===== src/rtl/key_sweep_ctrl.sv =====
// -----------------------------------------------------------------------------
// key_sweep_ctrl
//   Steps through an inclusive range of candidate keys on the key-checker chip.
//   For each key it holds chip_key stable, produces one full chip_clk pulse,
//   waits for the chip output to settle, samples chip_data and compares it
//   against a masked target. The sweep stops on the first hit, at the end of
//   the range, or on abort.
//
// Ports
//   clk, rst_n         system clock, asynchronous active-low reset
//   start              begin a sweep (sampled only while idle)
//   abort              stop the running sweep at the next edge
//   key_lo, key_hi     inclusive key range, captured on start
//   target, mask       expected chip_data and compare mask (1 = checked)
//   chip_data          checker chip output
//   chip_key, chip_clk registered drive to the checker chip
//   busy               sweep in progress
//   done               one-cycle pulse at the end of every sweep
//   found, found_key   last sweep hit and the matching key
//   aborted            last sweep was ended by abort
//   tries              number of keys checked in the last sweep
// -----------------------------------------------------------------------------
module key_sweep_ctrl #(
  parameter int KEY_W      = 32,
  parameter int DATA_W     = 32,
  parameter int SETUP_CYC  = 2,
  parameter int HIGH_CYC   = 2,
  parameter int SETTLE_CYC = 2
) (
  input  logic              clk,
  input  logic              rst_n,
  input  logic              start,
  input  logic              abort,
  input  logic [KEY_W-1:0]  key_lo,
  input  logic [KEY_W-1:0]  key_hi,
  input  logic [DATA_W-1:0] target,
  input  logic [DATA_W-1:0] mask,
  input  logic [DATA_W-1:0] chip_data,
  output logic [KEY_W-1:0]  chip_key,
  output logic              chip_clk,
  output logic              busy,
  output logic              done,
  output logic              found,
  output logic              aborted,
  output logic [KEY_W-1:0]  found_key,
  output logic [KEY_W:0]    tries
);

  typedef enum logic [2:0] {
    S_IDLE,
    S_SETUP,
    S_HIGH,
    S_SETTLE,
    S_CHECK,
    S_FIN
  } state_t;

  localparam int CNT_W = 8;
  localparam logic [CNT_W-1:0] SETUP_LAST  = CNT_W'(SETUP_CYC - 1);
  localparam logic [CNT_W-1:0] HIGH_LAST   = CNT_W'(HIGH_CYC - 1);
  localparam logic [CNT_W-1:0] SETTLE_LAST = CNT_W'(SETTLE_CYC - 1);

  state_t             state_q, state_d;
  logic [CNT_W-1:0]   cnt_q, cnt_d;

  logic [KEY_W-1:0]   key_hi_q, key_hi_d;
  logic [DATA_W-1:0]  target_q, target_d;
  logic [DATA_W-1:0]  mask_q, mask_d;
  logic [DATA_W-1:0]  data_q, data_d;
  logic [KEY_W-1:0]   chip_key_q, chip_key_d;
  logic               chip_clk_q, chip_clk_d;
  logic               busy_q, busy_d;
  logic               done_q, done_d;
  logic               found_q, found_d;
  logic               aborted_q, aborted_d;
  logic [KEY_W-1:0]   found_key_q, found_key_d;
  logic [KEY_W:0]     tries_q, tries_d;

  logic               active;
  logic               abort_act;
  logic               hit;
  logic               last_key;

  // abort is only honoured while a key is being processed; IDLE and FIN ignore it.
  assign active    = (state_q == S_SETUP) || (state_q == S_HIGH) ||
                     (state_q == S_SETTLE) || (state_q == S_CHECK);
  assign abort_act = abort && active;
  assign hit       = ((data_q ^ target_q) & mask_q) == '0;
  // End of range is tested before incrementing, so key_hi = all-ones never wraps.
  assign last_key  = (chip_key_q == key_hi_q);

  // ---------------------------------------------------------------------------
  // State register
  // ---------------------------------------------------------------------------
  // NOTE: sequential state uses non-blocking assignments so every flop samples
  // the pre-edge value of its inputs regardless of process ordering.
  always_ff @(posedge clk or negedge rst_n) begin
    if (!rst_n) begin
      state_q <= S_IDLE;
      cnt_q   <= '0;
    end else begin
      state_q <= state_d;
      cnt_q   <= cnt_d;
    end
  end

  // ---------------------------------------------------------------------------
  // Next-state logic
  // ---------------------------------------------------------------------------
  // NOTE: every variable assigned in a combinational block gets a default at the
  // top so no path leaves it unassigned, which would infer a latch.
  always_comb begin
    state_d = state_q;
    cnt_d   = cnt_q;
    unique case (state_q)
      S_IDLE: begin
        cnt_d = '0;
        if (start) state_d = (key_lo > key_hi) ? S_FIN : S_SETUP;
      end
      S_SETUP: begin
        if (cnt_q == SETUP_LAST) begin
          cnt_d   = '0;
          state_d = S_HIGH;
        end else begin
          cnt_d = cnt_q + 1'b1;
        end
      end
      S_HIGH: begin
        if (cnt_q == HIGH_LAST) begin
          cnt_d   = '0;
          state_d = S_SETTLE;
        end else begin
          cnt_d = cnt_q + 1'b1;
        end
      end
      S_SETTLE: begin
        if (cnt_q == SETTLE_LAST) begin
          cnt_d   = '0;
          state_d = S_CHECK;
        end else begin
          cnt_d = cnt_q + 1'b1;
        end
      end
      S_CHECK: state_d = (hit || last_key) ? S_FIN : S_SETUP;
      S_FIN:   state_d = S_IDLE;
      default: state_d = S_IDLE;
    endcase
    // abort overrides everything, including a same-cycle hit in CHECK.
    if (abort_act) begin
      state_d = S_FIN;
      cnt_d   = '0;
    end
  end

  // ---------------------------------------------------------------------------
  // Output / datapath logic
  // ---------------------------------------------------------------------------
  always_comb begin
    key_hi_d    = key_hi_q;
    target_d    = target_q;
    mask_d      = mask_q;
    data_d      = data_q;
    chip_key_d  = chip_key_q;
    found_d     = found_q;
    aborted_d   = aborted_q;
    found_key_d = found_key_q;
    tries_d     = tries_q;

    if (state_q == S_IDLE && start) begin
      key_hi_d   = key_hi;
      target_d   = target;
      mask_d     = mask;
      chip_key_d = key_lo;
      found_d    = 1'b0;
      aborted_d  = 1'b0;
      tries_d    = '0;
    end

    // chip_data is captured on the final settle edge, just as CHECK is entered.
    if (state_q == S_SETTLE && state_d == S_CHECK) data_d = chip_data;

    if (state_q == S_CHECK && !abort_act) begin
      tries_d = tries_q + 1'b1;
      if (hit) begin
        found_d     = 1'b1;
        found_key_d = chip_key_q;
      end else if (!last_key) begin
        chip_key_d = chip_key_q + 1'b1;
      end
    end

    if (abort_act) aborted_d = 1'b1;

    // chip_clk follows the next state so it is a clean registered level and
    // drops on the very edge that takes an abort.
    chip_clk_d = (state_d == S_HIGH);
    busy_d     = (state_d != S_IDLE);
    // done is registered off FIN, so it appears in the first idle cycle with busy low.
    done_d     = (state_q == S_FIN);
  end

  always_ff @(posedge clk or negedge rst_n) begin
    if (!rst_n) begin
      key_hi_q    <= '0;
      target_q    <= '0;
      mask_q      <= '0;
      data_q      <= '0;
      chip_key_q  <= '0;
      chip_clk_q  <= 1'b0;
      busy_q      <= 1'b0;
      done_q      <= 1'b0;
      found_q     <= 1'b0;
      aborted_q   <= 1'b0;
      found_key_q <= '0;
      tries_q     <= '0;
    end else begin
      key_hi_q    <= key_hi_d;
      target_q    <= target_d;
      mask_q      <= mask_d;
      data_q      <= data_d;
      chip_key_q  <= chip_key_d;
      chip_clk_q  <= chip_clk_d;
      busy_q      <= busy_d;
      done_q      <= done_d;
      found_q     <= found_d;
      aborted_q   <= aborted_d;
      found_key_q <= found_key_d;
      tries_q     <= tries_d;
    end
  end

  assign chip_key  = chip_key_q;
  assign chip_clk  = chip_clk_q;
  assign busy      = busy_q;
  assign done      = done_q;
  assign found     = found_q;
  assign aborted   = aborted_q;
  assign found_key = found_key_q;
  assign tries     = tries_q;

endmodule


===== config.mk =====
export PLATFORM = sky130hd
export DESIGN_NAME = key_sweep_ctrl
export DESIGN_NICKNAME = d
export VERILOG_FILES = /design/src/rtl/key_sweep_ctrl.sv
export SDC_FILE = /design/constraint.sdc
export NUM_CORES = 1
export LEC_CHECK = 0
export ABC_AREA = 1
export CAP_MARGIN = 25
export CORE_AREA = 4 4 164 166
export DETAILED_ROUTE_END_ITERATION = 8
export DIE_AREA = 0 0 168 170
export PLACE_DENSITY = 0.88
export SETUP_SLACK_MARGIN = 0.5
export SLEW_MARGIN = 40
export SYNTH_ARGS = -nofsm -noshare
export SYNTH_HDL_FRONTEND = slang
export SYNTH_SLANG_ARGS = --single-unit
export TNS_END_PERCENT = 1

===== constraint.sdc =====
create_clock -name clk -period 2.08 [get_ports clk]
set_input_delay 0.624 -clock clk [delete_from_list [all_inputs] [get_ports clk]]
set_output_delay 0.624 -clock clk [all_outputs]
set_load 0.05 [all_outputs]

After elaboration in Yosys (flattened, before gate mapping)
Index checks and enable logic that the tools add are counted.
Widths: inputs -> output; s select.
{"block": "word_totals", "regBits": 241, "latchBits": 0, "mem_bits_rw": 0, "romBits": 0, "in_bits": 164, "output_inout_bits": 102, "elab_cells": 68, "n_memories": 0}
{"block": "op_classes", "addsub": 3, "multipliers": 0, "div": 0, "n_lt_le_gt_ge": 1, "eq_ne": 9, "shifts": 0, "muxes": 22, "n_bitwise": 2, "reduce_logical": 17}
{"cell": "$mux 32", "count": 4}
{"cell": "$mux 33", "count": 2}
{"cell": "$add 33x1->33 const B", "count": 1}
{"cell": "$add 32x1->32 const B", "count": 1}
{"cell": "$and 32x32->32", "count": 1}
{"cell": "$eq 32x32->1", "count": 1}
{"cell": "$gt 32x32->1", "count": 1}
{"cell": "$logic_not 32->1", "count": 1}
{"cell": "$xor 32x32->32", "count": 1}
{"cell": "$mux 3", "count": 7}
{"cell": "$mux 8", "count": 2}
{"cell": "$pmux 8 s2", "count": 1}
{"cell": "$pmux 3 s5", "count": 1}
{"cell": "$eq 3x2->1 const B", "count": 3}
{"cell": "$eq 3x3->1 const B", "count": 3}
{"cell": "$add 8x1->8 const B", "count": 1}
{"cell": "$eq 8x1->1 const B", "count": 1}
{"cell": "$reduce_bool 3->1", "count": 2}
{"cell": "$mux 1", "count": 5}
{"cell": "$logic_and 1x1->1", "count": 4}
{"cell": "$logic_or 1x1->1", "count": 4}
{"cell": "$reduce_bool 2->1", "count": 2}
{"cell": "$eq 3x1->1 const B", "count": 1}
{"cell": "$logic_not 3->1", "count": 1}
{"cell": "3 further kinds", "count": 3}

Logic depth before layout (Yosys ltp)
{"block": "depth", "word_depth": 9, "depth_mapped": 15, "mapped_depth_nobuf": 15}

Least setup slack after synthesis
No wires, ideal clock.
{"block": "synth_path", "path_type": "register to register", "startpoint": "reg tries_q[0] (netlist: tries[0])", "endpoint": "reg tries_q[26] (netlist: tries[26])", "setup_time_ns": 0.119, "arrival_time_ns": 1.944, "t_required_ns": 1.961, "setup_slack_ns": 0.017, "path_stages_with_launch": 10, "n_path_buf": 0, "synth_period_minus_slack_ns": 2.063, "cell_sequence": "dfrtp_1 ha_1 nand3_1 nor2_1 nand2_1 nor3_2 nand3_1 nor3_1 nand2_1 o21a_1"}
{"block": "synth_between", "elab_chain_len": 2}
{"item": "from (decl)", "line": "77", "text": "logic [KEY_W:0] tries_q, tries_d;"}
{"item": "from (signal assigned)", "line": "228", "text": "tries_q <= tries_d;"}
{"item": "$add 33x1->33", "line": "183", "text": "tries_d = tries_q + 1'b1;"}
{"item": "$mux 33", "line": "182", "text": "if (state_q == S_CHECK && !abort_act) begin"}
Every way passes these cells.
A chain may end at the register's enable or synchronous reset.

Final worst setup path
{"block": "layout_path", "startpoint": "reg cnt_q[1]", "endpoint": "reg data_q[17]"}
{"block": "layout_between", "elab_chain_len": 6, "word_cells_on_any_way": 8, "classes_between": "2 x eq/ne; 5 x mux; 1 x reduce/logical"}
{"item": "from (decl)", "line": "64", "text": "logic [CNT_W-1:0] cnt_q, cnt_d;"}
{"item": "from (signal assigned)", "line": "103", "text": "cnt_q <= cnt_d;"}
{"item": "$eq 8x1->1 (*)", "line": "121, 129, 137"}
{"item": "$mux 3 (on tied branches)", "line": "137, 121, 129"}
{"item": "$pmux 3 s5 (*)", "line": "115", "text": "unique case (state_q)"}
{"item": "$mux 3 (*)", "line": "149", "text": "if (abort_act) begin"}
{"item": "named net state_d[0]", "line": "63", "text": "state_t state_q, state_d;"}
{"item": "$eq 3x3->1 (*)", "line": "180", "text": "if (state_q == S_SETTLE && state_d == S_CHECK) data_d = chip_data;"}
{"item": "$logic_and 1x1->1 (*)", "line": "180"}
{"item": "to (signal assigned)", "line": "220", "text": "data_q <= data_d;"}
{"item": "to (decl)", "line": "69", "text": "logic [DATA_W-1:0] data_q, data_d;"}
Mark *: on every way through the listed nets, which the timed path passes. The rest lies on a longest branch.

==> reports/metrics.cfg <==
[run]
max_cap_viol_count=0

[sta]
setup_viol=0
post-route-worst-setup-slack_ps=168.0
relSlewSlack_pct=69.08
hold_violations=0
finalMaxSlewViolations=0
post-route-min-period_ps=1912
layout_worst_path_cycle_share_pct=91.92
fmaxAchievable_mhz=523.0
grt_setup_unrepaired=true
fin_skew_ps=8.580
worst-slew-pin-transition_ps=460.2

[die]
floorplan.io_pins=266
die_x_um=168
floorplan.initialDensity_pct=51.26
die_h_um=170
dieArea_sq_um=28560
floorplan.core_area_sq_um=25620
placement_rows=59

[clock_network]
cts_tree=done
cts_num_sinks=241
root_buffer=clkbuf_16
clkSlewWorstSetupHoldPaths_ps=60
clkLatencyLatePin_ps=540
htree_levels=1
number_of_buffers_on_the_longest_clock_path=3
cts_inserted_buffers=26

[detailed_routing]
routed-via-count=13419
drc_errors=0
detail-route-antenna-nets=0
drt_pass1_iterations=6
viasPerCell=5.446
drt-initial-drc-count=1345
total_routed_length_um=43290
mean_routed_wirelength_per_cell_um=17.57

[placed_design]
detailed_placer_s_ending_hpwl_um=31190
gp_congestion=0.9822
detailedPlace.worstSlack_ps=-532.0
io_buffers=265
placedInstanceArea_sq_um=16810

[layout]
mostFrequentLayoutCell=nand2_1
final.fill_count=1825
nNetsFinal=2309
final_layout_size_suffix_gt1_share_pct=19.54
layout.cells.most_common_list=nand2_1 (619), dfrtp_1 (207), inv_1 (184), buf_4 (184), clkdlybuf4s50_1 (130)
syn2layout_area_growth_pct=40.02
finish.instance_area_sq_um=18390
num_antenna_cells=0

[global_routing]
grt_start_max_net_pins=85
grt_use_met2_pct=49.91
antenna_found_initial=2
grt.total_usage_pct=29.15
met3_usage_pct=5.621
met1_usage_pct=36.29
grt_overflow=0
global_route_wire_length_before_repair_um=68160
global_route.peak_usage_layer=met2
number_of_global_route_vias_before_repair=13547

[pwr]
share_clk_of_total_power_pct=20.4
leakagePower_nw=8.970
p_int_mw=13.77
switching_power_as_a_share_of_total_power_pct=43.62
seq_power_share_pct=33.2
power_density_nw_per_um2=1328
power.net_switching_mw=10.65
worst_ir_drop_on_vdd_v=0.0009034
combPwrFrac_pct=46.4

[critical_path]
worstSetupEndpointType=flop
crit_path_max_fanout=8
critical_path_class=reg -> reg
cp_data_arrival_time_ps=2330
startpoint_type=flop
worst-endpoint-required_ps=2490

[yosys]
post_synth.cell_area_avg_sq_um=7.508
mappedNetlistArea_sq_um=13130
ys_seq_area_share_pct=45.93
dominantRegCellSynth=dfrtp_1
netlist-cell-type-count=43
synth-seq-cells=241
syn_nets=1949
synth_async_sr_flop_share_pct=100.0
ys_warn_count=0
synth_edf_count=0
post_synth_inst_count=1749

[status]
status=finished clean

[min_path]
timing.hold.worst.class=reg -> reg

[metrics by stage]
step                hold WS [ps]  utilization [%]  cells  power, mW  TNS [ps]
CTS                        485.9            70.87   2452      24.10         0
floorplan                  328.4                -   1749      14.64         0
global placement           462.3            65.61   2390      18.09     -8830
detailed placement         470.1            65.61   2390      18.56    -10770
finish                     479.6            71.78   2464      24.42         0
global route               511.2            71.78   2464      25.89         0
[cells in the mapped netlist (all sizes together) (30+ instances only)]
library cell    n  area [sq um]
buf            37         217.7
nand4          35         234.0
inv           212         795.8
ha             36         450.4
dfrtp         241          6031
o21ai         166         830.8
nand2         639          2431
xor2           30         262.8
a21oi          32         160.2
nand3         103         538.0
nor3           31         182.7
nor2          104         439.2
[cell families (layout without fill, tap and decap cells)]
| family | Yosys count | in the layout | share of synthesized area (%) |
|---|---|---|---|
| AOI/OAI and AO/OA | 214 | 214 | 8.375 |
| xor gates and xnor gates | 56 | 56 | 3.735 |
| adders and majority gates | 36 | 36 | 3.430 |
| buffers and inverters | 270 | 650 | 8.337 |
| DFF | 241 | 241 | 45.93 |
| muxes | 3 | 3 | 0.2287 |
| and+or+nand+nor | 929 | 929 | 29.97 |
[power groups by stage]
stage / Combinational [mW] / Clock (mW) / Sequential, mW
after floorplan: 5.11 / 0 / 9.53
after detailed placement: 10.5 / 0 / 8.10
final: 11.3 / 4.99 / 8.10
after global routing: 12.4 / 5.22 / 8.30
after global placement: 10.1 / 0 / 8.00
after CTS: 11.0 / 5.04 / 8.03
[registers in the layout, summed over array words and instances (netlist names), 3 cells and up]
name / cells
tries: 33
chip_key: 32
data_q: 32
found_key: 32
key_hi_q: 32
mask_q: 32
target_q: 32
cnt_q: 8
state_q: 3
[per-layer routing]
metal  routed length (um)  share of wire (%)  vias to the layer above
met5                   23              0.053                        -
met4                 2190                5.1                        4
met3                 3655                8.4                      146
met2                20970                 48                      713
met1                16450                 38                     6298
li1                     -                  -                     6258
[worst paths after layout]
kind / from / endpoint / slack [ps] / cells after the start
setup / recovery: cnt_q[1] / data_q[17] / 170 / 12
hold / removal: mask_q[8] / mask_q[8] / 480 / 2
max in group asynchronous: rst_n / target_q[0] / 770 / 3
hold reg to reg: mask_q[8] / mask_q[8] / 480 / 2
min in group asynchronous: rst_n / key_hi_q[11] / 550 / 2
setup reg to reg: cnt_q[1] / data_q[17] / 170 / 12
[critical path, stage by stage (launching register included)]
cell	delay, ps
dfrtp_1	380
inv_2	60
ha_1	130
nand2_1	90
nor2_4	200
nand2_2	80
nand2_2	80
nand4_4	120
nor2_8	190
nand2_8	100
buf_12	160
nand2_1	90
nand2_1	80
[what timing repair did]
action | in CTS | in global routing
hold buffers | 1 | 0
cloned | 0 | 3
setup endpoints to repair | 233 | 303
pin swaps | 24 | 11
setup buffers | 13 | 9
endpoints found under the hold margin | 30 | 0
gates resized for setup | 121 | 24
[cell type report]
type                    instances  area [sq um]  share of cell area [%]
well taps                     335         419.2                   2.280
repair buffers                390          3679                   20.01
clock inverters                12         177.7                  0.9663
inverters                     212         823.3                   4.478
multi-input cells            1238          6466                   35.17
flip-flops and latches        241          6073                   33.03
clock buffers                  36         748.2                   4.069
Power figures use the tool's default switching activity.
